--- src/rtl/qrs_adapt_fsm.sv ---
// qrs_adapt_fsm: adaptive QRS detection controller.
// Learns an initial threshold from the abs-diff max stream, then tracks it per
// accepted R-peak. It reports RR intervals and a running RR mean, and blanks
// peak search for a refractory window after each peak.
// Optional feature: define QRS_SEARCHBACK_EN to enable missed-beat searchback.
// That feature lowers the threshold when no peak arrives within 1.5x the mean RR.
module qrs_adapt_fsm #(
  parameter int DATA_WIDTH      = 11,
  parameter int CTR_WIDTH       = 24,
  parameter int INIT_SAMPLES    = 1080,
  parameter int REFRACT_SAMPLES = 72,
  parameter int TH_INIT_SHIFT   = 1,
  parameter int ALPHA_SHIFT     = 5,
  parameter int RR_AVG_DEPTH    = 8,
  parameter int TH_MIN          = 16
) (
  input  logic                  i_clk,
  input  logic                  i_rst,
  input  logic [CTR_WIDTH-1:0]  i_ctr,
  input  logic [DATA_WIDTH-1:0] i_abs_max,
  input  logic                  i_abs_valid,
  input  logic                  i_peak_found,
  output logic                  o_qrs_search_en,
  output logic [DATA_WIDTH-1:0] o_rr_period,
  output logic [DATA_WIDTH-1:0] o_rr_avg,
  output logic                  o_rr_valid,
  output logic [CTR_WIDTH-1:0]  o_r_peak_location,
  output logic [DATA_WIDTH-1:0] o_qrs_threshold,
  output logic                  o_th_initialised,
  output logic                  o_missed_beat,
  output logic                  o_alg_active
);

  localparam int AVG_SH = $clog2(RR_AVG_DEPTH);
  localparam int SUM_W  = DATA_WIDTH + AVG_SH;
  localparam logic [CTR_WIDTH-1:0]  INIT_C  = CTR_WIDTH'(INIT_SAMPLES);
  localparam logic [CTR_WIDTH-1:0]  REFR_C  = CTR_WIDTH'(REFRACT_SAMPLES);
  localparam logic [CTR_WIDTH-1:0]  DMAX_C  = CTR_WIDTH'((1 << DATA_WIDTH) - 1);

  typedef enum logic [2:0] {
    S_IDLE    = 3'd0,
    S_LEARN   = 3'd1,
    S_TH_INIT = 3'd2,
    S_RUN     = 3'd3,
    S_UPDATE  = 3'd4,
    S_REFRACT = 3'd5
  } state_e;

  state_e state_q, state_d;

  // learning
  logic [CTR_WIDTH-1:0]  t0_q, t0_d;
  logic [DATA_WIDTH-1:0] max_q, max_d;
  // threshold
  logic [DATA_WIDTH-1:0] th_q, th_d;
  logic                  th_init_q, th_init_d;
  logic                  search_en_q, search_en_d;
  // peak being processed and last accepted peak
  logic [CTR_WIDTH-1:0]  pk_q, pk_d;
  logic [DATA_WIDTH-1:0] amp_q, amp_d;
  logic [CTR_WIDTH-1:0]  loc_q, loc_d;
  logic                  have_pk_q, have_pk_d;
  logic                  have_rr_q, have_rr_d;
  // RR history ring and its running sum
  logic [RR_AVG_DEPTH-1:0][DATA_WIDTH-1:0] ring_q, ring_d;
  logic [AVG_SH-1:0]     wptr_q, wptr_d;
  logic [SUM_W-1:0]      sum_q, sum_d;
  logic [DATA_WIDTH-1:0] rr_period_q, rr_period_d;
  logic [DATA_WIDTH-1:0] rr_avg_q, rr_avg_d;
  logic                  rr_valid_q, rr_valid_d;

  // elapsed-sample helpers; modulo subtraction makes counter wrap transparent
  logic [CTR_WIDTH-1:0]  el_t0, el_pk, rr_raw;
  logic [DATA_WIDTH-1:0] rr;
  logic [DATA_WIDTH:0]   th_upd;

  assign el_t0  = i_ctr - t0_q;
  assign el_pk  = i_ctr - pk_q;
  // RR is measured between latched peak timestamps, so the one-cycle
  // UPDATE delay never leaks into the interval.
  assign rr_raw = pk_q - loc_q;
  assign rr     = (rr_raw > DMAX_C) ? '1 : rr_raw[DATA_WIDTH-1:0];
  // IIR threshold tracking, one extra bit to catch overflow before saturation
  assign th_upd = (DATA_WIDTH+1)'(th_q) - (DATA_WIDTH+1)'(th_q >> ALPHA_SHIFT)
                + (DATA_WIDTH+1)'(amp_q >> (ALPHA_SHIFT + 1));

`ifdef QRS_SEARCHBACK_EN
  localparam logic [DATA_WIDTH-1:0] THMIN_C = DATA_WIDTH'(TH_MIN);
  logic [CTR_WIDTH-1:0]  ref_q, ref_d, el_ref;
  logic [DATA_WIDTH:0]   sb_lim;
  logic [DATA_WIDTH-1:0] th_half;
  logic                  missed_q, missed_d, sb_fire;

  assign el_ref  = i_ctr - ref_q;
  assign sb_lim  = (DATA_WIDTH+1)'(rr_avg_q) + (DATA_WIDTH+1)'(rr_avg_q >> 1);
  assign sb_fire = have_rr_q && (el_ref > CTR_WIDTH'(sb_lim));
  assign th_half = th_q >> 1;

  // searchback reference and missed-beat pulse registers
  always_ff @(posedge i_clk) begin
    if (i_rst) begin
      ref_q    <= '0;
      missed_q <= 1'b0;
    end else begin
      ref_q    <= ref_d;
      missed_q <= missed_d;
    end
  end

  assign o_missed_beat = missed_q;
`else
  assign o_missed_beat = 1'b0;
`endif

  // state register
  always_ff @(posedge i_clk) begin
    if (i_rst) state_q <= S_IDLE;
    else       state_q <= state_d;
  end

  // next-state logic; unused encodings fall back to IDLE
  always_comb begin
    state_d = state_q;
    case (state_q)
      S_IDLE:    if (i_abs_valid) state_d = S_LEARN;
      S_LEARN:   if (el_t0 >= INIT_C) state_d = S_TH_INIT;
      S_TH_INIT: state_d = S_RUN;
      S_RUN:     if (i_peak_found) state_d = S_UPDATE;
      S_UPDATE:  state_d = S_REFRACT;
      S_REFRACT: if (el_pk >= REFR_C) state_d = S_RUN;
      default:   state_d = S_IDLE;
    endcase
  end

  // datapath / output next values per state
  always_comb begin
    t0_d        = t0_q;
    max_d       = max_q;
    th_d        = th_q;
    th_init_d   = th_init_q;
    pk_d        = pk_q;
    amp_d       = amp_q;
    loc_d       = loc_q;
    have_pk_d   = have_pk_q;
    have_rr_d   = have_rr_q;
    ring_d      = ring_q;
    wptr_d      = wptr_q;
    sum_d       = sum_q;
    rr_period_d = rr_period_q;
    rr_avg_d    = rr_avg_q;
    rr_valid_d  = 1'b0;
    // search is enabled exactly while the FSM sits in RUN
    search_en_d = (state_d == S_RUN);
`ifdef QRS_SEARCHBACK_EN
    ref_d       = ref_q;
    missed_d    = 1'b0;
`endif
    case (state_q)
      S_IDLE: begin
        if (i_abs_valid) begin
          t0_d  = i_ctr;
          max_d = '0;
        end
      end
      S_LEARN: begin
        if (i_abs_valid && (i_abs_max > max_q)) max_d = i_abs_max;
      end
      S_TH_INIT: begin
        th_d      = max_q >> TH_INIT_SHIFT;
        th_init_d = 1'b1;
      end
      S_RUN: begin
        // a peak in the same cycle outranks searchback
        if (i_peak_found) begin
          pk_d  = i_ctr;
          amp_d = i_abs_max;
        end
`ifdef QRS_SEARCHBACK_EN
        else if (sb_fire) begin
          th_d     = (th_half < THMIN_C) ? THMIN_C : th_half;
          missed_d = 1'b1;
          ref_d    = i_ctr;
        end
`endif
      end
      S_UPDATE: begin
        th_d      = th_upd[DATA_WIDTH] ? '1 : th_upd[DATA_WIDTH-1:0];
        loc_d     = pk_q;
        have_pk_d = 1'b1;
`ifdef QRS_SEARCHBACK_EN
        ref_d     = pk_q;
`endif
        // the very first peak only seeds the RR reference
        if (have_pk_q) begin
          rr_period_d = rr;
          rr_valid_d  = 1'b1;
          have_rr_d   = 1'b1;
          if (!have_rr_q) begin
            // first interval primes the whole ring so the mean is valid at once
            for (int i = 0; i < RR_AVG_DEPTH; i++) ring_d[i] = rr;
            sum_d  = SUM_W'(rr) << AVG_SH;
            wptr_d = '0;
          end else begin
            ring_d[wptr_q] = rr;
            wptr_d = wptr_q + AVG_SH'(1);
            sum_d  = sum_q + SUM_W'(rr) - SUM_W'(ring_q[wptr_q]);
          end
          rr_avg_d = DATA_WIDTH'(sum_d >> AVG_SH);
        end
      end
      default: ;
    endcase
  end

  // datapath registers, all cleared by reset
  always_ff @(posedge i_clk) begin
    if (i_rst) begin
      t0_q        <= '0;
      max_q       <= '0;
      th_q        <= '0;
      th_init_q   <= 1'b0;
      search_en_q <= 1'b0;
      pk_q        <= '0;
      amp_q       <= '0;
      loc_q       <= '0;
      have_pk_q   <= 1'b0;
      have_rr_q   <= 1'b0;
      ring_q      <= '0;
      wptr_q      <= '0;
      sum_q       <= '0;
      rr_period_q <= '0;
      rr_avg_q    <= '0;
      rr_valid_q  <= 1'b0;
    end else begin
      t0_q        <= t0_d;
      max_q       <= max_d;
      th_q        <= th_d;
      th_init_q   <= th_init_d;
      search_en_q <= search_en_d;
      pk_q        <= pk_d;
      amp_q       <= amp_d;
      loc_q       <= loc_d;
      have_pk_q   <= have_pk_d;
      have_rr_q   <= have_rr_d;
      ring_q      <= ring_d;
      wptr_q      <= wptr_d;
      sum_q       <= sum_d;
      rr_period_q <= rr_period_d;
      rr_avg_q    <= rr_avg_d;
      rr_valid_q  <= rr_valid_d;
    end
  end

  assign o_qrs_search_en   = search_en_q;
  assign o_rr_period       = rr_period_q;
  assign o_rr_avg          = rr_avg_q;
  assign o_rr_valid        = rr_valid_q;
  assign o_r_peak_location = loc_q;
  assign o_qrs_threshold   = th_q;
  assign o_th_initialised  = th_init_q;
  assign o_alg_active      = (state_q != S_IDLE);

endmodule
--- config.mk ---
export PLATFORM = sky130hd
export DESIGN_NAME = qrs_adapt_fsm
export DESIGN_NICKNAME = d
export VERILOG_FILES = /design/src/rtl/qrs_adapt_fsm.sv
export SDC_FILE = /design/constraint.sdc
export NUM_CORES = 1
export LEC_CHECK = 0
export CAP_MARGIN = 0
export CORE_MARGIN = 1.5
export CORE_UTILIZATION = 35
export DETAILED_ROUTE_END_ITERATION = 10
export PLACE_DENSITY_LB_ADDON = 0.1
export SLEW_MARGIN = 0
export SYNTH_ARGS = -nofsm -noshare
export SYNTH_HDL_FRONTEND = slang
export SYNTH_SLANG_ARGS = --single-unit
--- constraint.sdc ---
create_clock -name i_clk -period 10.9 [get_ports i_clk]
set_input_delay 1.635 -clock i_clk [delete_from_list [all_inputs] [get_ports i_clk]]
set_output_delay 1.635 -clock i_clk [all_outputs]
set_load 0.02 [all_outputs]
## After elaboration in Yosys (flattened, before gate mapping)

Index checks and enable logic that the tools add are counted.

| storage, ports and cells | value |
|---|---|
| bits of input ports | 39 |
| word-level logic and storage cells | 78 |
| bits in registers | 240 |
| output and inout port bits | 62 |

| operators by class | value |
|---|---|
| bitwise gates (word level) | 1 |
| mux-type cells | 20 |
| equality and inequality tests | 8 |
| $lt $le $gt $ge | 6 |
| reductions and logical operators | 11 |
| $add $sub $neg | 8 |

Operator list:

| kind | count |
|---|---|
| bitwise mux 88 bit | 1 |
| two-way mux 88 bit | 1 |
| subtractor 24 bit | 3 |
| two-way mux 11 bit | 6 |
| one-hot mux 11 bit (2 select lines) | 2 |
| binary-select mux 11 bit (select 3 bit) | 1 |
| demux 11 bit (select 3 bit) | 1 |
| >= comparator 24 x 11 -> 1 bit, second input constant | 1 |
| >= comparator 24 x 7 -> 1 bit, second input constant | 1 |
| greater-than comparator 24 x 11 -> 1 bit, second input constant | 1 |
| one-hot mux 3 bit (6 select lines) | 1 |
| two-way mux 3 bit | 5 |
| adder 14 x 11 -> 14 bit | 1 |
| two-way mux 14 bit | 1 |
| subtractor 14 x 11 -> 14 bit | 1 |
| adder 12 x 5 -> 12 bit | 1 |
| subtractor 11 x 6 -> 12 bit | 1 |
| greater-than comparator 11 bit | 1 |
| == test 3 x 2 -> 1 bit, second input constant | 3 |
| == test 3 bit, second input constant | 2 |
| AND reduction 2 bit | 3 |
| less-than comparator 3 x 4 -> 1 bit, second input constant | 1 |
| != test 2 bit, second input constant | 2 |
| nonzero test 2 bit | 2 |
| 10 further kinds | 11 |

## Depth between registers and ports, before layout

Gate-level depths: netlist of run 1.

| logic depth | value |
|---|---|
| depth in word-level cells | 6 |
| gate-level depth with buffers | 29 |
| gate-level depth less buffers | 28 |

## Least setup slack after synthesis of run 1

No wires, ideal clock.

| timing path | value |
|---|---|
| path type | reg-to-reg |
| start point | register loc_q[2], in the netlist o_r_peak_location[2] |
| end point | register sum_q[13] |
| setup slack | 4186 ps |
| stages on the path, launching flop included | 26 |
| data required time | 10770 ps |
| data arrival time | 6585 ps |
| path buffers | 1 |
| setup time | 130 ps |
| period minus slack after synthesis | 6714 ps |
| cells stage by stage | dfxtp_1 inv_1 ha_1 nor2b_1 o31a_1 o311a_1 or3_1 a211o_1 a222oi_1 or3b_1 or3_1 clkbuf_1 nor2_1 fa_1 inv_1 ha_1 a21o_1 a21o_1 a2111oi_0 o31ai_1 or4_1 a31o_2 a21oi_1 xnor2_1 mux2i_1 o211ai_1 |

| between the ends | value |
|---|---|
| word-level cells in the longest chain between the ends | 6 |

Ends and longest elaborated chain:

| element | RTL line | text |
|---|---|---|
| start: declaration | 61 | `logic [CTR_WIDTH-1:0] loc_q, loc_d;` |
| start signal: assignment | 242 | `loc_q <= loc_d;` |
| subtractor 24 bit * | 81 | `assign rr_raw = pk_q - loc_q;` |
| greater-than comparator 24 x 11 -> 1 bit | 82 | `assign rr = (rr_raw > DMAX_C) ? '1 : rr_raw[DATA_WIDTH-1:0];` |
| two-way mux 11 bit * | 82 |  |
| adder 14 x 11 -> 14 bit | 206 | `sum_d = sum_q + SUM_W'(rr) - SUM_W'(ring_q[wptr_q]);` |
| subtractor 14 x 11 -> 14 bit | 206 |  |
| two-way mux 14 bit * | 198 | `if (!have_rr_q) begin` |
| end signal: assignment | 247 | `sum_q <= sum_d;` |
| end: declaration | 67 | `logic [SUM_W-1:0] sum_q, sum_d;` |

Every way passes the cells marked *; elsewhere a longest branch is shown, timed or not.
A chain may end at the register's enable or synchronous reset.

## Final worst setup path of run 1

| timing path | value |
|---|---|
| start point | register pk_q[0] |
| end point | register sum_q[13] |

| between the ends | value |
|---|---|
| word-level cells in the longest chain between the ends | 6 |

Ends and longest elaborated chain:

| element | RTL line | text |
|---|---|---|
| start: declaration | 59 | `logic [CTR_WIDTH-1:0] pk_q, pk_d;` |
| start signal: assignment | 240 | `pk_q <= pk_d;` |
| subtractor 24 bit * | 81 |  |
| greater-than comparator 24 x 11 -> 1 bit | 82 |  |
| two-way mux 11 bit * | 82 |  |
| adder 14 x 11 -> 14 bit | 206 |  |
| subtractor 14 x 11 -> 14 bit | 206 |  |
| two-way mux 14 bit * | 198 |  |

Marked as above.

==> impl_metrics.py, run 1 <==
metrics = {
    "outcome": {
        "outcome": "completed",
    },
    "pwr": {
        "power.internal_mw": 1.86,
        "power_leakage_nw": 6.60,
        "ir_drop_uv": 119,
        "p_per_area_nw_per_um2": 173,
        "p_seq_share_pct": 28.4,
        "power.switching_mw": 1.12,
        "combPwrFrac_pct": 39.9,
        "switching_share_pct": 37.5,
        "p_clk_share_pct": 31.7,
    },
    "route": {
        "initialDrtViolationCount": 858,
        "routedWlPerCell_um": 17.9,
        "vias": 13500,
        "drtAntennaViolNets": 0,
        "drtPass1Iterations": 7,
        "totalWireLength_um": 45200,
        "viasPerCell": 5.38,
        "route.detailed.drc": 0,
    },
    "sta": {
        "setup_viol": 0,
        "skew_ns": 0.0165,
        "grt_setup_unrepaired": "no",
        "fin_tns_setup_ns": 0,
        "layout_min_cycle_time_ns": 7.37,
        "slew_viol_final": 0,
        "tightest_slew_ns": 1.11,
        "finalCritPeriodShare_pct": 67.6,
        "slew_headroom_pct": 25.4,
        "hold_viol": 0,
        "fmax_ghz": 0.136,
    },
    "placed_design": {
        "gp_congestion": 0.852,
        "port_buffers": 99,
        "hpwl_um": 33000,
    },
    "critical_path": {
        "reg2reg_depth": 25,
        "cp_top_family": "compound AO/OA/AOI/OAI gates",
        "critical_path.max_stage_delay_ns": 0.62,
        "crit_required_ns": 11.35,
        "r2r_slack_ns": 3.53,
        "endpoint_kind": "flip-flop",
        "r2r-end": "sum_q[13]$_SDFFE_PP0P_",
        "critPathLaunchType": "flip-flop",
        "crit_arrival_ns": 7.82,
        "r2r-start": "pk_q[0]$_SDFFE_PP0P_",
        "cp_max_fo": 11,
        "critical_path_buf_inv_count": 2,
        "critical_path.slowest_cell": "a2111oi_0",
        "critical_path_class": "reg2reg",
    },
    "die": {
        "rows": 75,
        "io_pins": 101,
        "die_y_um": 209,
        "initial_core_util_pct": 35.5,
        "die_x_um": 209,
        "die_area_um2": 43900,
        "fp.coreArea_um2": 42000,
    },
    "layout": {
        "final_cell_mix": "a21oi_1 (265), dfxtp_1 (222), nand2_1 (215), inv_1 (168), o21ai_0 (157)",
        "fillers": 4378,
        "diodes": 0,
        "seqCellArea_um2": 4470,
        "final_common_cell": "a21oi_1",
        "area_growth_pct": 15.4,
        "multi_input_area_um2": 9350,
        "drive_gt1_share_pct": 5.96,
        "fin_util_pct": 40.9,
        "num-nets-final": 2127,
    },
    "cts": {
        "post_cts_resized": 0,
        "cts_buffer_depth": 3,
        "cts_sinks": 223,
        "path_clk_slew_ns": 0.06,
        "clkLatencyLatePin_ns": 0.58,
        "cts_setup_buffers": 0,
        "clock_tree.root_cell": "clkbuf_16",
        "cts_buffers": 29,
        "h-tree-depth": 1,
        "cts_hold_buf": 0,
        "cts_tree": "done",
    },
    "grt": {
        "grt_pass1_vias": 12800,
        "antenna_found_initial": 0,
        "grt_pass1_wl_um": 71700,
        "globalRouteTotalUtil_pct": 20.3,
        "grt.overflow.total": 0,
        "grt_start_max_net_pins": 75,
    },
    "synthesis": {
        "yosys.area.top_type": "dfxtp_1",
        "synth_cells": 1919,
        "synth.net_count": 2085,
        "synth_top_area_share_pct": 29.9,
        "yosys_register_bits": 223,
        "synthTopCellsByArea": "dfxtp_1 (30%), ha_1 (9.1%), a21oi_1 (8.9%)",
        "synthesis.area_um2": 14900,
        "synthFlopType": "dfxtp_1",
        "post_synth_num_cell_types": 78,
        "synth_edf_count": 0,
        "yosys_warnings": 0,
        "synth_area_per_cell_um2": 7.78,
        "async_flop_share_pct": 0,
        "ys_seq_area_share_pct": 29.9,
    },
    "min_path": {
        "whs_endpoint": "sum_q[1]$_SDFFE_PP0P_",
        "hold_path.class": "reg2reg",
        "holdPathStages": 2,
        "worstHoldStart": "sum_q[1]$_SDFFE_PP0P_",
    },
    "run": {
        "cap_viol_max_count": 0,
    },
}
cell usage after synthesis (6+ instances only):
master,number
a211oi_1,32
clkbuf_1,93
nand3_1,32
mux2_2,13
nor2b_1,21
xnor2_1,30
a31oi_1,18
o22ai_1,7
mux2i_1,22
o31ai_1,6
mux4_2,10
a211o_1,6
nand3b_1,6
o211ai_1,12
o21ai_0,158
nor2_1,123
or3_1,8
o21bai_1,7
nor3_1,27
inv_1,168
fa_1,19
xor2_1,20
a21o_1,28
nand4_1,9
dfxtp_1,223
nor2_8,10
a32oi_1,7
nand2_1,215
nand2b_1,17
and3_1,31
buf_4,12
nor3b_1,9
or2_2,7
a2111oi_0,6
a221oi_1,8
a21oi_1,265
o21a_1,35
ha_1,108
and2_1,8
metrics by stage:
stage	setup WS (ns)	hold WS [ns]	power, mW	instances	instance area [µm²]
after floorplan	4.19	0.432	1.78	1919	14900
final	3.53	0.450	2.98	2519	17200
after global routing	3.04	0.469	3.18	2519	17200
after CTS	3.61	0.454	3.01	2519	17200
after detailed placement	3.64	0.447	2.05	2469	16300
after global placement	3.82	0.440	2.06	2469	16300
flip-flops by register name, indices dropped and copies added (netlist names), 3 cells and up:
register           cells
amp_q                  5
max_q                 11
o_qrs_threshold       11
o_r_peak_location     24
o_rr_period           11
pk_q                  24
ring_q                88
state_q                3
sum_q                 14
t0_q                  24
wptr_q                 3
final cells by class:
type,instances,share of cell area [%]
Timing Repair Buffer,121,6.70
Tap cell,539,3.92
Multi-Input combinational cell,1416,54.3
Clock inverter,5,0.378
Clock buffer,45,5.03
Inverter,170,3.71
Sequential cell,223,25.9
power by group through the flow:
stage	clock network (mW)	registers, mW	logic (mW)
global placement	0	0.865	1.19
finish	0.944	0.848	1.19
floorplan	0	0.863	0.915
global route	1.00	0.850	1.33
CTS	0.969	0.848	1.20
detailed placement	0	0.865	1.19
kinds of logic after synthesis:
| logic type | synth area share, % |
|---|---|
| xor+xnor | 2.93 |
| buf+inv | 7.45 |
| other cells | 0.0251 |
| fa+ha+maj | 11.6 |
| flops | 29.9 |
| compound gates | 26.1 |
| simple gates | 18.0 |
| mux | 3.97 |
worst max-delay path by stage:
stage                                            startpoint                      to  slack (ns)  depth (start not counted)
final                                  pk_q[0]$_SDFFE_PP0P_  sum_q[13]$_SDFFE_PP0P_        3.53                         25
after global routing      o_r_peak_location[2]$_SDFFE_PP0P_  sum_q[13]$_SDFFE_PP0P_        3.04                         24
after CTS                 o_r_peak_location[2]$_SDFFE_PP0P_  sum_q[13]$_SDFFE_PP0P_        3.61                         24
after detailed placement               pk_q[0]$_SDFFE_PP0P_  sum_q[13]$_SDFFE_PP0P_        3.64                         25
after global placement    o_r_peak_location[2]$_SDFFE_PP0P_  sum_q[13]$_SDFFE_PP0P_        3.82                         24
after floorplan           o_r_peak_location[2]$_SDFFE_PP0P_  sum_q[13]$_SDFFE_PP0P_        4.19                         25
worst min-delay path, delay by kind of cell (launching register included):
kind | cells | cell delay [ns]
simple gates | 1 | 0.05
flops | 1 | 0.31
compound gates | 1 | 0.05
routing by layer:
metal,GRT usage [%],wire length [µm]
met5,0,0
met4,5.61,1220
met3,2.92,1740
met2,33.4,20400
met1,27.9,21800
Note: power is estimated with default switching activity, not from simulation.
==> inputs of run 2 (changes only) <==
==> constraint.sdc (replaced) <==
create_clock -name i_clk -period 6.3 [get_ports i_clk]
set_input_delay 0.945 -clock i_clk [delete_from_list [all_inputs] [get_ports i_clk]]
set_output_delay 0.945 -clock i_clk [all_outputs]
set_load 0.02 [all_outputs]
==> impl_metrics.py, run 2 (synthesis results as in run 1) <==
metrics = {
    "outcome": {
        "outcome": "completed",
    },
    "critical_path": {
        "r2r_slack_ns": 0.09,
        "critical_path.max_stage_delay_ns": 0.43,
        "r2r-end": "sum_q[13]$_SDFFE_PP0P_",
        "crit_arrival_ns": 6.65,
        "crit_required_ns": 6.74,
        "critPathLaunchType": "flip-flop",
        "cp_top_family": "compound AO/OA/AOI/OAI gates",
        "cp_max_fo": 3,
        "endpoint_kind": "flip-flop",
        "critical_path_buf_inv_count": 3,
        "critical_path.slowest_cell": "fa_1",
        "reg2reg_depth": 25,
        "critical_path_class": "reg2reg",
        "r2r-start": "pk_q[0]$_SDFFE_PP0P_",
    },
    "min_path": {
        "hold_path.class": "reg2reg",
        "worstHoldStart": "sum_q[2]$_SDFFE_PP0P_",
        "holdPathStages": 2,
        "whs_endpoint": "sum_q[2]$_SDFFE_PP0P_",
    },
    "pwr": {
        "ir_drop_uv": 220,
        "p_per_area_nw_per_um2": 311,
        "power_leakage_nw": 7.11,
        "power.total_mw": 5.64,
    },
    "placed_design": {
        "port_buffers": 99,
        "place_area_um2": 16800,
        "gp_congestion": 0.870,
        "hpwl_um": 34000,
    },
    "layout": {
        "num-nets-final": 2216,
        "multi_input_area_um2": 9490,
        "fillers": 4349,
        "final_common_cell": "a21oi_1",
        "fin_util_pct": 43.1,
        "regMostFlops": "ring_q",
        "drive_gt1_share_pct": 11.4,
        "fin_area_um2": 18100,
        "largest_reg_flops": 88,
        "diodes": 0,
        "final_cell_mix": "a21oi_1 (263), dfxtp_1 (220), nand2_1 (215), inv_1 (165), o21ai_0 (155)",
        "seqCellArea_um2": 4470,
        "area_growth_pct": 21.5,
    },
    "die": {
        "fp.coreArea_um2": 42000,
        "initial_core_util_pct": 35.5,
        "die_x_um": 209,
        "die_area_um2": 43900,
        "io_pins": 101,
        "rows": 75,
        "die_y_um": 209,
    },
    "sta": {
        "finalCritPeriodShare_pct": 98.6,
        "setup_viol": 0,
        "hold_viol": 0,
        "skew_ns": 0.0162,
        "grt_setup_unrepaired": "yes",
        "slew_headroom_pct": 16.7,
        "layout_min_cycle_time_ns": 6.21,
        "slew_viol_final": 0,
        "fmax_ghz": 0.161,
        "tightest_slew_ns": 1.24,
    },
    "cts": {
        "path_clk_slew_ns": 0.06,
        "cts_tree": "done",
        "clkLatencyLatePin_ns": 0.57,
        "cts_sinks": 223,
        "cts_hold_buf": 0,
        "cts_buffer_depth": 3,
        "h-tree-depth": 1,
        "cts_buffers": 29,
        "clock_tree.root_cell": "clkbuf_16",
    },
    "grt": {
        "antenna_found_initial": 0,
        "grt_pass1_wl_um": 73500,
        "grt_start_max_net_pins": 52,
        "grt.overflow.total": 0,
        "globalRouteTotalUtil_pct": 20.7,
        "grt_pass1_vias": 13400,
    },
    "route": {
        "route.detailed.drc": 0,
        "routedWlPerCell_um": 17.5,
        "viasPerCell": 5.30,
        "totalWireLength_um": 45800,
        "vias": 13800,
        "initialDrtViolationCount": 718,
        "drtPass1Iterations": 6,
        "drtAntennaViolNets": 0,
    },
    "run": {
        "cap_viol_max_count": 0,
    },
}
[run 2: repair_timing]
action                     4_1_cts  5_1_grt
setup endpoints to repair        1       12
pin swaps                       16        7
gates resized for setup         16       11
setup buffers                   21        0
[run 2: power by group]
group	internal, mW	total [mW]	leakage (nW)	switching [mW]
sequential	1.44	1.47	1.80	0.0274
combinational	1.04	2.41	4.81	1.38
clock	1.10	1.76	0.500	0.662
[run 2: layout make-up]
| type | count | share of cell area [%] |
|---|---|---|
| tap | 539 | 3.72 |
| clock buffer | 40 | 4.67 |
| multi-input combinational | 1416 | 52.3 |
| clock inverter | 12 | 0.952 |
| sequential | 223 | 24.7 |
| timing repair buffer | 210 | 10.1 |
| inverter | 170 | 3.52 |
[run 2: per-stage QoR]
| stage | setup WS [ns] | setup TNS (ns) | std cells | hold slack (ns) |
|---|---|---|---|---|
| finish | 0.0854 | 0 | 2610 | 0.452 |
| global route | -0.243 | -0.243 | 2610 | 0.468 |
| CTS | -0.0855 | -0.0855 | 2610 | 0.453 |
| detailed placement | -0.241 | -0.241 | 2537 | 0.445 |
| global placement | -0.150 | -0.150 | 2537 | 0.441 |
| floorplan | 0.000556 | 0 | 1919 | 0.432 |
[run 2: worst register-to-register path, delay by kind of cell, from the launching register on]
| family | cells | cell delay (ns) |
|---|---|---|
| compound gates | 10 | 2.46 |
| simple gates | 6 | 1.70 |
| fa+ha+maj | 4 | 0.98 |
| flops | 1 | 0.32 |
| buf+inv | 3 | 0.29 |
| mux | 1 | 0.21 |
| xor+xnor | 1 | 0.15 |
[run 2: worst max-delay path by stage]
stage / startpoint / to / slack, ns / cells after the start
6_report: pk_q[0]$_SDFFE_PP0P_ / sum_q[13]$_SDFFE_PP0P_ / 0.09 / 25
3_3_place_gp: pk_q[0]$_SDFFE_PP0P_ / sum_q[13]$_SDFFE_PP0P_ / -0.15 / 25
3_5_place_dp: pk_q[0]$_SDFFE_PP0P_ / sum_q[13]$_SDFFE_PP0P_ / -0.24 / 25
2_1_floorplan: o_r_peak_location[3]$_SDFFE_PP0P_ / sum_q[13]$_SDFFE_PP0P_ / 0.0006 / 25
5_1_grt: pk_q[0]$_SDFFE_PP0P_ / sum_q[13]$_SDFFE_PP0P_ / -0.24 / 25
4_1_cts: pk_q[0]$_SDFFE_PP0P_ / sum_q[13]$_SDFFE_PP0P_ / -0.09 / 25
[run 2: routing by layer]
metal / track usage, % / vias to the layer above / routed length, µm
met5: 0 / - / 0
met4: 5.83 / 0 / 1280
met3: 2.26 / 73 / 1550
met2: 33.9 / 253 / 20700
met1: 28.9 / 6480 / 22200
li1: - / 7025 / -
==> RTL edit 1, RTL diff (config.mk and constraints of run 1) <==
The option `QRS_SEARCHBACK_EN` is turned on by a define.
--- a/src/rtl/qrs_adapt_fsm.sv
+++ b/src/rtl/qrs_adapt_fsm.sv
@@ -5,4 +5,6 @@
 // Optional feature: define QRS_SEARCHBACK_EN to enable missed-beat searchback.
 // That feature lowers the threshold when no peak arrives within 1.5x the mean RR.
+`define QRS_SEARCHBACK_EN
+
 module qrs_adapt_fsm #(
   parameter int DATA_WIDTH      = 11,
Behaviour: no difference found for any inputs over 4 cycles, from zero or initial values and one cycle with i_rst high; that may be too few to reach the edited logic, so the function may still have changed.
==> RTL edit 1 against run 1 <==
Power grew 16%. Setup slack gained 0.20 ns. Wire length increased by 40%. Area after synthesis rose by 22%. Cell area is 21% higher. Critical path depth grew 2. Via count grew 27%. Sequential cell count rose by 25.
==> RTL edit 1: results (changes against run 1) <==
Outcome
  • Outcome: complete, no violations (unchanged)

Placement
  • Detailed Place HPWL: 46760 um (was 33010 um)
  • Port bufs: 100 (was 99)
  • GP Congestion: 0.9054 (was 0.8524)

Global routing
  • Number of global-route vias before repair: 16340 (was 12850)
  • Total track usage: 23.24% (was 20.35%)
  • Initial antenna violation count: 0 (unchanged)
  • First-pass GRT wire length: 96570 um (was 71740 um)
  • Largest net degree at the start of global routing: 122 (was 75)

Logic synthesis
  • Synth cell types: 83 (was 78)
  • Most instantiated cells after synthesis: 323 x a21oi_1, 292 x nand2_1, 248 x dfxtp_1, 212 x inv_1, 169 x o21ai_0 (was 265 x a21oi_1, 223 x dfxtp_1, 215 x nand2_1, 168 x inv_1, 158 x o21ai_0)
  • Most frequently used flop master after synthesis: dfxtp_1 (unchanged)
  • Register area share after synthesis: 27.29% (was 29.92%)
  • Yosys warnings: 0 (unchanged)
  • Top post-synthesis cells by area: dfxtp_1 27%, ha_1 11%, a21oi_1 8.9% (was dfxtp_1 30%, ha_1 9.1%, a21oi_1 8.9%)

Worst hold path
  • Type of the most critical hold path: flip-flop to flip-flop (unchanged)
  • Hold Crit Start: sum_q[2] (was sum_q[1])
  • Hold EP: sum_q[2] (was sum_q[1])
  • Min-Delay Path Depth: 2 (unchanged)

Drt
  • Final wirelength: 63100 um (was 45190 um)
  • Vias per inst: 5.550 (was 5.376)
  • DRT iter0 DRCs: 1295 (was 858)
  • First-pass detailed-route iteration total: 5 (was 7)

Clock network
  • Worst-Skew Late Latency: 0.60 ns (was 0.58 ns)
  • Clock transition at path regs: 0.06 ns (about the same)
  • Root buf cell: clkbuf_16 (unchanged)
  • Clk buf depth: 3 (unchanged)
  • CTS resizes: 0 (unchanged)
  • H-tree Lvls: 1 (unchanged)
  • Total CTS buffers: 31 (was 29)

Power
  • Peak VDD IR: 151.0 uV (was 118.8 uV)
  • Cell leakage power: 8.050 nW (was 6.605 nW)
  • Int Power: 2.107 mW (was 1.865 mW)

Critical path
  • Worst Path Arrival: 7.62 ns (was 7.82 ns)
  • CP Max Fanout: 13 (was 11)
  • R2R depth: 27 (was 25)
  • Reg2Reg Capture Point: sum_q[12] (was sum_q[13])
  • FF-to-FF setup slack: 3.73 ns (was 3.53 ns)
  • CP max stage delay: 0.85 ns (was 0.62 ns)
  • Worst path slowest cell: or4b_2 (was a2111oi_0)

Timing
  • Worst hold slack: 0.4508 ns (was 0.4497 ns)
  • Max Clock Skew: 0.01835 ns (was 0.01651 ns)
  • Worst Max-Slew Pin Slew: 1.123 ns (was 1.110 ns)

Layout
  • Inserted Diodes: 0 (unchanged)
  • Share of cells above drive strength 1: 6.271% (was 5.960%)
  • # fillers: 5360 (was 4378)
  • Nets: 2601 (was 2127)
  • Largest register FFs: 88 (unchanged)
  • Most flops, register: ring_q (unchanged)
-- RTL edit 1: logic make-up (layout without fill, tap and decap cells) --
kind of cell             count (synthesis)  after routing  share of synthesized area, %
AO/OA/AOI/OAI                          805            805                         27.21
AND/OR/NAND/NOR                        642            642                         17.05
buffers and inverters                  343            396                         7.381
flip-flops                             248            248                         27.29
adder cells (fa/ha/maj)                178            178                         13.11
multiplexers                            70             70                         4.629
XOR/XNOR                                69             69                         3.322
-- RTL edit 1: worst max-delay path by stage --
stage                    endpoint            startpoint  slack [ns]
2_1_floorplan           sum_q[12]  o_r_peak_location[0]        4.51
3_3_place_gp   o_qrs_threshold[4]              i_ctr[0]        3.88
3_5_place_dp   o_qrs_threshold[4]              i_ctr[0]        3.74
4_1_cts                 sum_q[12]               pk_q[0]        3.77
5_1_grt                 sum_q[12]               pk_q[0]        3.24
6_report                sum_q[12]               pk_q[0]        3.73
-- RTL edit 1: power by group through the flow --
stage	combinational [mW]	clock (mW)	sequential (mW)
final	1.41	1.09	0.952
after global routing	1.56	1.14	0.955
after CTS	1.40	1.11	0.952
after detailed placement	1.39	0	0.972
after global placement	1.39	0	0.971
after floorplan	1.02	0	0.969
-- RTL edit 1: final cells by class --
type / count / area share (%)
multi-input cells: 1764 / 57.29
flip-flops and latches: 248 / 23.91
repair buffers: 126 / 5.747
clock buffers: 46 / 4.392
well taps: 680 / 4.097
inverters: 213 / 3.850
clock inverters: 11 / 0.7229
-- RTL edit 1: worst max-delay path, delay by kind of cell, from the launching register on --
kind	cells	cell delay, ns
XOR/XNOR	1	0.09
AO/OA/AOI/OAI	13	2.65
flip-flops	1	0.38
adder cells (fa/ha/maj)	4	1.54
AND/OR/NAND/NOR	6	1.99
buffers and inverters	3	0.37
-- RTL edit 1: routing by layer --
layer / vias up / share of wire [%] / track usage [%]
met2: 431 / 45 / 36.97
met5: - / 0 / 0
met3: 88 / 5.1 / 3.421
met4: 0 / 2.6 / 6.291
li1: 8437 / - / -
met1: 8183 / 48 / 32.56
-- RTL edit 1: per-stage QoR --
stage | total power [mW] | utilization [%] | worst slack [ns] | std cells | area [um2]
final | 3.449 | 40.48 | 3.732 | 3088 | 20770
after CTS | 3.459 | 40.48 | 3.766 | 3088 | 20770
after global routing | 3.662 | 40.48 | 3.235 | 3088 | 20770
after detailed placement | 2.364 | 38.41 | 3.739 | 3031 | 19710
after floorplan | 1.986 | - | 4.514 | 2355 | 18190
after global placement | 2.364 | 38.41 | 3.875 | 3031 | 19710
==> RTL edit 2, RTL diff (flow settings as in run 1) <==
Made on the original files. Encoding of `state_e`: now one-hot (6 bits for 6 states).
--- a/src/rtl/qrs_adapt_fsm.sv
+++ b/src/rtl/qrs_adapt_fsm.sv
@@ -38,11 +38,11 @@
   localparam logic [CTR_WIDTH-1:0]  DMAX_C  = CTR_WIDTH'((1 << DATA_WIDTH) - 1);
 
-  typedef enum logic [2:0] {
-    S_IDLE    = 3'd0,
-    S_LEARN   = 3'd1,
-    S_TH_INIT = 3'd2,
-    S_RUN     = 3'd3,
-    S_UPDATE  = 3'd4,
-    S_REFRACT = 3'd5
+  typedef enum logic [5:0] {
+    S_IDLE    = 6'b000001,
+    S_LEARN   = 6'b000010,
+    S_TH_INIT = 6'b000100,
+    S_RUN     = 6'b001000,
+    S_UPDATE  = 6'b010000,
+    S_REFRACT = 6'b100000
   } state_e;
 
Formal check against the unedited RTL: same outputs for any inputs over 4 cycles, from zero or initial values and one cycle with i_rst high; so few cycles prove little.
==> RTL edit 2 against run 1 <==
First-iteration DRC count rose by 16%. Wire length rose by 3.3%. Fmax rose by 15%. Final cell count rose by 2.5%. Clock skew rose by 0.011 ns. Via count rose by 2.4%. Area after synthesis rose by 2.6%. Sequential cell count rose by 3. Cell area rose by 1.8%. Setup slack improved by 0.94 ns. Global-route usage rose by 0.29 points.
Power is not compared: it rests on default switching activity, and its combinational part moved more than twofold at a synthesized area within 25%.
==> RTL edit 2: results (changes against run 1) <==
Worst hold path
  • Hold Crit Start: max_q[9] (was sum_q[1])

Global routing
  • Largest net degree at the start of global routing: 85 (was 75)
  • Total track usage: 20.64% (was 20.35%)
  • First-pass GRT wire length: 73530 um (was 71740 um)
  • Number of global-route vias before repair: 13090 (was 12850)

Layout
  • Multi-input gates: 1422 (was 1416)
  • Share of cells above drive strength 1: 6.814% (was 5.960%)
  • # fillers: 4422 (was 4378)
  • Number of clock buffers in the layout: 36 (was 45)

Critical path
  • R2R depth: 22 (was 25)
  • Worst path bufs/invs: 1 (was 2)
  • CP max stage delay: 0.85 ns (was 0.62 ns)
  • Reg2Reg Capture Point: sum_q[10] (was sum_q[13])

Drt
  • Final wirelength: 46680 um (was 45190 um)
  • DRT iter0 DRCs: 997 (was 858)
  • First-pass detailed-route iteration total: 6 (was 7)
  • Vias: 13870 (was 13540)

Logic synthesis
  • Most instantiated cells after synthesis: 289 x a21oi_1, 235 x nand2_1, 226 x dfxtp_1, 176 x inv_1, 153 x o21ai_0 (was 265 x a21oi_1, 223 x dfxtp_1, 215 x nand2_1, 168 x inv_1, 158 x o21ai_0)
  • Cells after Synth: 1947 (was 1919)
  • Top post-synthesis cells by area: dfxtp_1 30%, a21oi_1 9.4%, ha_1 8.8% (was dfxtp_1 30%, ha_1 9.1%, a21oi_1 8.9%)

Timing
  • Slew margin rel.: 27.05% (was 25.44%)

Placement
  • GP Congestion: 0.8842 (was 0.8524)
  • Dpl cells: 2528 (was 2469)
  • Detailed Place HPWL: 33980 um (was 33010 um)

Outcome
  • Outcome: complete, no violations (unchanged)
## RTL edit 2: changes by cell type after synthesis, sizes merged, moves of 11 or more
cell,change
nor2,-26
nor4,+12
nand2,+20
buf,+17
and3,-17
o21a,-12
a211oi,-19
a21oi,+28
o2111ai,+13
a21o,-11
## RTL edit 2: report_power, final
group	leakage, nW	switching (mW)	internal [mW]	total [mW]
clock	0.478	0.404	0.577	0.981
combinational	4.25	0.186	0.118	0.304
sequential	1.82	0.00529	0.835	0.840
total	6.55	0.596	1.53	2.13
## RTL edit 2: routing by layer
| metal | global-route usage [%] | share of wire (%) | up-vias |
|---|---|---|---|
| met5 | 0 | 0 | - |
| met4 | 5.049 | 2.2 | 0 |
| met3 | 2.452 | 4.0 | 58 |
| met2 | 33.17 | 44 | 290 |
| met1 | 29.25 | 49 | 6576 |
| li1 | - | - | 6946 |
## RTL edit 2: logic make-up (layout without fill, tap and decap cells)
| kind of cell | count (synthesis) | count (layout) | share of synthesized area [%] |
|---|---|---|---|
| AND/OR/NAND/NOR | 533 | 533 | 17.47 |
| other | 1 | 1 | 0.02450 |
| AO/OA/AOI/OAI | 665 | 665 | 26.58 |
| multiplexers | 41 | 41 | 3.474 |
| adder cells (fa/ha/maj) | 127 | 127 | 11.31 |
| buffers and inverters | 299 | 348 | 8.428 |
| XOR/XNOR | 55 | 55 | 3.147 |
| flip-flops | 226 | 226 | 29.56 |
## RTL edit 2: metrics by stage
stage | hold slack (ns) | area [um2]
6_report | 0.4473 | 17520
4_1_cts | 0.4532 | 17520
5_1_grt | 0.4702 | 17520
3_5_place_dp | 0.4446 | 16550
2_1_floorplan | 0.4319 | 15310
3_3_place_gp | 0.4383 | 16550
